--- src/rtl/decimal_entry.sv ---
// Keypad-style decimal entry: debounced pushbuttons accumulate BCD digits into a
// 32-bit binary word that is offered to a consumer over a valid/ready handshake.
module decimal_entry #(
  parameter int DEBOUNCE_CYCLES = 16,
  parameter int MAX_DIGITS      = 10
) (
  input  logic        clock,
  input  logic        reset,
  input  logic [3:0]  digit_sw,
  input  logic        key_digit,
  input  logic        key_commit,
  input  logic        key_clear,
  input  logic        data_ready,
  output logic [31:0] data_out,
  output logic        data_valid,
  output logic [31:0] acc_value,
  output logic [3:0]  digit_count,
  output logic        error,
  output logic [1:0]  state_dbg
);

  localparam int CW = (DEBOUNCE_CYCLES < 2) ? 1 : $clog2(DEBOUNCE_CYCLES + 1);

  typedef enum logic [1:0] {
    S_IDLE  = 2'd0,
    S_ENTRY = 2'd1,
    S_HOLD  = 2'd2,
    S_ERR   = 2'd3
  } state_t;

  state_t state;

  // Key lanes: bit 0 digit, bit 1 commit, bit 2 clear. All active-low raw inputs.
  logic [2:0]    keys;
  logic [2:0]    sync1, sync2, deb, deb_d, press;
  logic [CW-1:0] cnt [3];

  assign keys = {key_clear, key_commit, key_digit};

  // Released (1) is the reset level, so a key held through reset is a fresh press.
  always_ff @(posedge clock or negedge reset) begin
    if (!reset) begin
      sync1 <= '1;
      sync2 <= '1;
      deb   <= '1;
      deb_d <= '1;
      press <= '0;
      for (int i = 0; i < 3; i++) cnt[i] <= '0;
    end else begin
      sync1 <= keys;
      sync2 <= sync1;
      for (int i = 0; i < 3; i++) begin
        if (sync2[i] != deb[i]) begin
          if (cnt[i] == CW'(DEBOUNCE_CYCLES - 1)) begin
            deb[i] <= sync2[i];
            cnt[i] <= '0;
          end else begin
            cnt[i] <= cnt[i] + CW'(1);
          end
        end else begin
          cnt[i] <= '0;
        end
      end
      deb_d <= deb;
      press <= deb_d & ~deb;
    end
  end

  // Clear beats commit beats digit; losers in the same cycle are dropped.
  logic clr, com, dig;
  assign clr = press[2];
  assign com = press[1] & ~press[2];
  assign dig = press[0] & ~press[1] & ~press[2];

  logic [35:0] next_val;
  logic        digit_ok, overflow, full;

  assign next_val = ({4'b0, acc_value} << 3) + ({4'b0, acc_value} << 1) + {32'b0, digit_sw};
  assign digit_ok = (digit_sw <= 4'd9);
  assign overflow = (next_val > 36'h0_FFFF_FFFF);
  assign full     = (digit_count == 4'(MAX_DIGITS));

  // Handshake: data_out is loaded on the same edge data_valid rises and is frozen
  // while data_valid is high; the transfer happens on any edge where data_valid
  // and data_ready are both high, after which data_valid is low for >= 1 cycle.
  always_ff @(posedge clock or negedge reset) begin
    if (!reset) begin
      state       <= S_IDLE;
      data_out    <= '0;
      data_valid  <= 1'b0;
      acc_value   <= '0;
      digit_count <= '0;
      error       <= 1'b0;
    end else begin
      case (state)
        S_IDLE: begin
          if (com) begin
            data_out   <= '0;
            data_valid <= 1'b1;
            state      <= S_HOLD;
          end else if (dig) begin
            if (digit_ok) begin
              acc_value   <= {28'b0, digit_sw};
              digit_count <= 4'd1;
              state       <= S_ENTRY;
            end else begin
              error <= 1'b1;
              state <= S_ERR;
            end
          end
        end
        S_ENTRY: begin
          if (clr) begin
            acc_value   <= '0;
            digit_count <= '0;
            state       <= S_IDLE;
          end else if (com) begin
            data_out   <= acc_value;
            data_valid <= 1'b1;
            state      <= S_HOLD;
          end else if (dig) begin
            if (!digit_ok || overflow || full) begin
              error <= 1'b1;
              state <= S_ERR;
            end else begin
              acc_value   <= next_val[31:0];
              digit_count <= digit_count + 4'd1;
            end
          end
        end
        S_HOLD: begin
          if (data_ready) begin
            data_valid  <= 1'b0;
            acc_value   <= '0;
            digit_count <= '0;
            state       <= S_IDLE;
          end
        end
        S_ERR: begin
          if (clr) begin
            error       <= 1'b0;
            acc_value   <= '0;
            digit_count <= '0;
            state       <= S_IDLE;
          end
        end
        default: state <= S_IDLE;
      endcase
    end
  end

  assign state_dbg = state;

endmodule

--- config.mk ---
export PLATFORM = sky130hd
export DESIGN_NAME = decimal_entry
export DESIGN_NICKNAME = d
export VERILOG_FILES = /design/src/rtl/decimal_entry.sv
export SDC_FILE = /design/constraint.sdc
export NUM_CORES = 1
export LEC_CHECK = 0
export ABC_AREA = 1
export BUFFER_PORTS_ARGS = -buffer_cell sky130_fd_sc_hd__buf_2
export CAP_MARGIN = 5
export CORE_UTILIZATION = 45
export CTS_BUF_LIST = sky130_fd_sc_hd__clkbuf_8
export DETAILED_ROUTE_END_ITERATION = 12
export GPL_ROUTABILITY_DRIVEN = 0
export SLEW_MARGIN = 20
export SYNTH_ARGS = -nofsm -noshare
export SYNTH_HDL_FRONTEND = slang
export SYNTH_SLANG_ARGS = --single-unit
--- constraint.sdc ---
create_clock -name clock -period 3.64 [get_ports clock]
set_clock_uncertainty 0.15 [all_clocks]
set_input_delay 0.182 -clock clock [delete_from_list [all_inputs] [get_ports clock]]
set_output_delay 0.182 -clock clock [all_outputs]
set_load 0.005 [all_outputs]
==> impl_metrics.env <==
export IMPL_drt_drc_violations_left=0
export IMPL_setup_viol=0
export IMPL_grt_setup_unrepaired="false"
export IMPL_drv_cap=0
export IMPL_clk_pin_slew_ps=120
export IMPL_die_x_um=127
export IMPL_combPwrFrac=0.444
export IMPL_dr_pass1_iters=5
export IMPL_crit_fanout=36
export IMPL_most_common_layout_cells="nand2_1 (302), inv_1 (100), nor2_1 (96)"
export IMPL_cts_buffers=9
export IMPL_track_usage=0.231
export IMPL_cp_slowest_cell="fa_1"
export IMPL_critPathMostFrequentCell="nand2_1"
export IMPL_grt_max_degree=53
export IMPL_cts_repair_resize_count=0
export IMPL_initial_core_util=0.462
export IMPL_viasPerCell=5.11
export IMPL_tightest_slew_ps=721
export IMPL_critPathMaxStageDelay_ps=510
export IMPL_top_level_ports=82
export IMPL_critPathLaunchType="flop"
export IMPL_cts_sinks=102
export IMPL_drt_iter0_drc=319
export IMPL_wl_per_cell_um=14.1
export IMPL_clk_insertion_delay_late_ps=410
export IMPL_cts_buffer_depth=2
export IMPL_drive_above_1_share=0.135
export IMPL_vdd_drop_max_mv=0.245
export IMPL_required_ps=3790
export IMPL_yosysWarnings=0
export IMPL_cp_cell_sequence="inv_1 > fa_1 > fa_1 > inv_1 > nand2_1 > nand2_1 > nand3_1 > nand2_2 > nand2_1 > nand2_2 > nand2_2 > nand3_1 > nand2_1 > nor2_1 > nand3_2 > nand2_4 > nand2_4 > nand2_1 > nand2_1"
export IMPL_period_share=0.918
export IMPL_period_needed_ps=3340
export IMPL_yosys_register_bits=102
export IMPL_arrival_ps=3490
export IMPL_insertedDiodeCount=0
export IMPL_grt_pass1_vias=6077
export IMPL_synth_net_count=1043
export IMPL_synthTopCellsByArea="dfrtp_1 (32%), nand2_1 (16%), ha_1 (12%)"
export IMPL_gr_total_overflow=0
export IMPL_core_area_mm2=0.0152
export IMPL_drtAntennaViolNets=0
export IMPL_hpwl_um=12700
export IMPL_htreeDepth=3
export IMPL_synth_distinct_cells=40
export IMPL_yosysTopAreaCell="dfrtp_1"
export IMPL_clock_root_buffer="clkbuf_8"
export IMPL_final_area_mm2=0.00792
export IMPL_sw_frac_of_total=0.455
export IMPL_tns_ps=0
export IMPL_syn_area_mm2=0.00703
export IMPL_clock_power_share=0.200
export IMPL_syn_inst=963
export IMPL_slew_violations=0
export IMPL_finalWorstSetupSlack_ps=300
export IMPL_synth_avg_cell_area_um2=7.30
export IMPL_place_ws_ps=335
export IMPL_p_int_w=0.00222
export IMPL_power_frac_seq=0.357
export IMPL_max_freq_mhz=299
export IMPL_routed_wl_um=17500
export IMPL_dieHeight_um=127
export IMPL_p_leak_nw=4.65
export IMPL_die_area_mm2=0.0161
export IMPL_grt_pass1_wl_um=29700
export IMPL_io_buffers=81
export IMPL_antenna_found_initial=0
export IMPL_relSlewSlack=0.519
export IMPL_rows=45
export IMPL_placed_cell_area_mm2=0.00764
export IMPL_power_density_mw_per_mm2=514
export IMPL_status="finished, final reports clean"
export IMPL_ys_seq_area_frac=0.365
export IMPL_cts_tree="done"
export IMPL_dr_total_vias=6326
export IMPL_min_path_type="input port to flop"
export IMPL_area_growth_pct=12.7
export IMPL_hold_viol=0
export IMPL_post_cts_setup_buffers=0
export IMPL_p_sw_w=0.00185
export IMPL_worstSetupEndpointType="flop"
export IMPL_final_common_cell="nand2_1"
export IMPL_fin_nets=1126
export IMPL_synth_top_cell_area_share=0.321
export IMPL_critPathKind="flop to flop"
==> path summary, 6_finish.rpt <==
path                               from             to  slack [ps]  cells past startpoint
max reg2reg                acc_value[0]  acc_value[14]         300                     19
min reg2reg                    sync1[2]       sync2[2]         210                      0
min                         digit_sw[1]   acc_value[1]          30                      4
min in group asynchronous         reset   data_out[16]         180                      2
max in group asynchronous         reset       deb_d[1]        2390                      3
max                        acc_value[0]  acc_value[14]         300                     19
==> logic make-up after synthesis <==
family,Yosys count,share of synthesized area
buffers and inverters,128,0.0739
AND/OR/NAND/NOR,517,0.304
flip-flops,102,0.365
multiplexers,3,0.00481
XOR/XNOR,26,0.0324
AO/OA/AOI/OAI,117,0.0930
adder cells (fa/ha/maj),70,0.127
==> stage by stage <==
step           hold WS [ps]  std cells  power (W)   util
2_1_floorplan          -264        963    0.00274      -
3_3_place_gp            104       1217    0.00328  0.502
3_5_place_dp           97.8       1217    0.00329  0.502
4_1_cts                11.2       1239    0.00413  0.521
5_1_grt                52.7       1239    0.00441  0.521
6_report               32.6       1239    0.00407  0.521
==> power groups by stage <==
stage	Combinational, W	Clock, W	Sequential, W
finish	0.00181	0.000813	0.00145
CTS	0.00183	0.000838	0.00146
global route	0.00206	0.000872	0.00148
detailed placement	0.00181	0	0.00148
global placement	0.00180	0	0.00148
floorplan	0.00132	0	0.00141
==> repair_timing <==
action / CTS / global route
endpoints found under the setup margin: 0 / 0
endpoints found under the hold margin: 51 / 0
hold buffers: 6 / 0
==> final cells by class <==
class	instances	area [um2]
tap	188	235
inverter	103	387
fill	1573	7280
multi-input combinational	733	3940
timing repair buffer	97	568
sequential	102	2570
clock buffer	9	124
clock inverter	7	98.8
==> state kept, by name, summed over array words and instances (netlist names), 2 cells and up <==
name and cells:
press 3, sync1 3, acc_value 32, cnt 15, state_dbg 2, deb 3, deb_d 3, digit_count 4
data_out 32, sync2 3
==> synthesized netlist by cell type (all sizes together) <==
master	instances
o21bai	7
nor4	1
o22ai	1
nand4	3
a31oi	5
o211ai	1
o21ai	52
or2	2
a22o	2
nand3b	1
a31o	1
a21oi	44
xnor2	12
and3	3
and2	2
dfstp	12
dfrtp	90
ha	68
buf	10
nand2	310
inv	102
nor2	98
nand3	92
nor3	5
a211oi	2
clkbuf	15
fa	2
clkinv	1
o21a	2
xor2	14
mux2	3
==> critical path, delay by kind of cell, from the launching register on <==
family,cells,cell delay (ps)
adders and majority gates,2,970
and+or+nand+nor,15,1520
DFF,1,410
buffers and inverters,2,170
==> per-layer routing <==
metal  wire length [um]  GRT usage
met1               8600      0.313
met2               7990      0.381
met3                551     0.0295
met4                312     0.0819
met5                  0          0
Note: power is estimated with default switching activity, not from simulation.
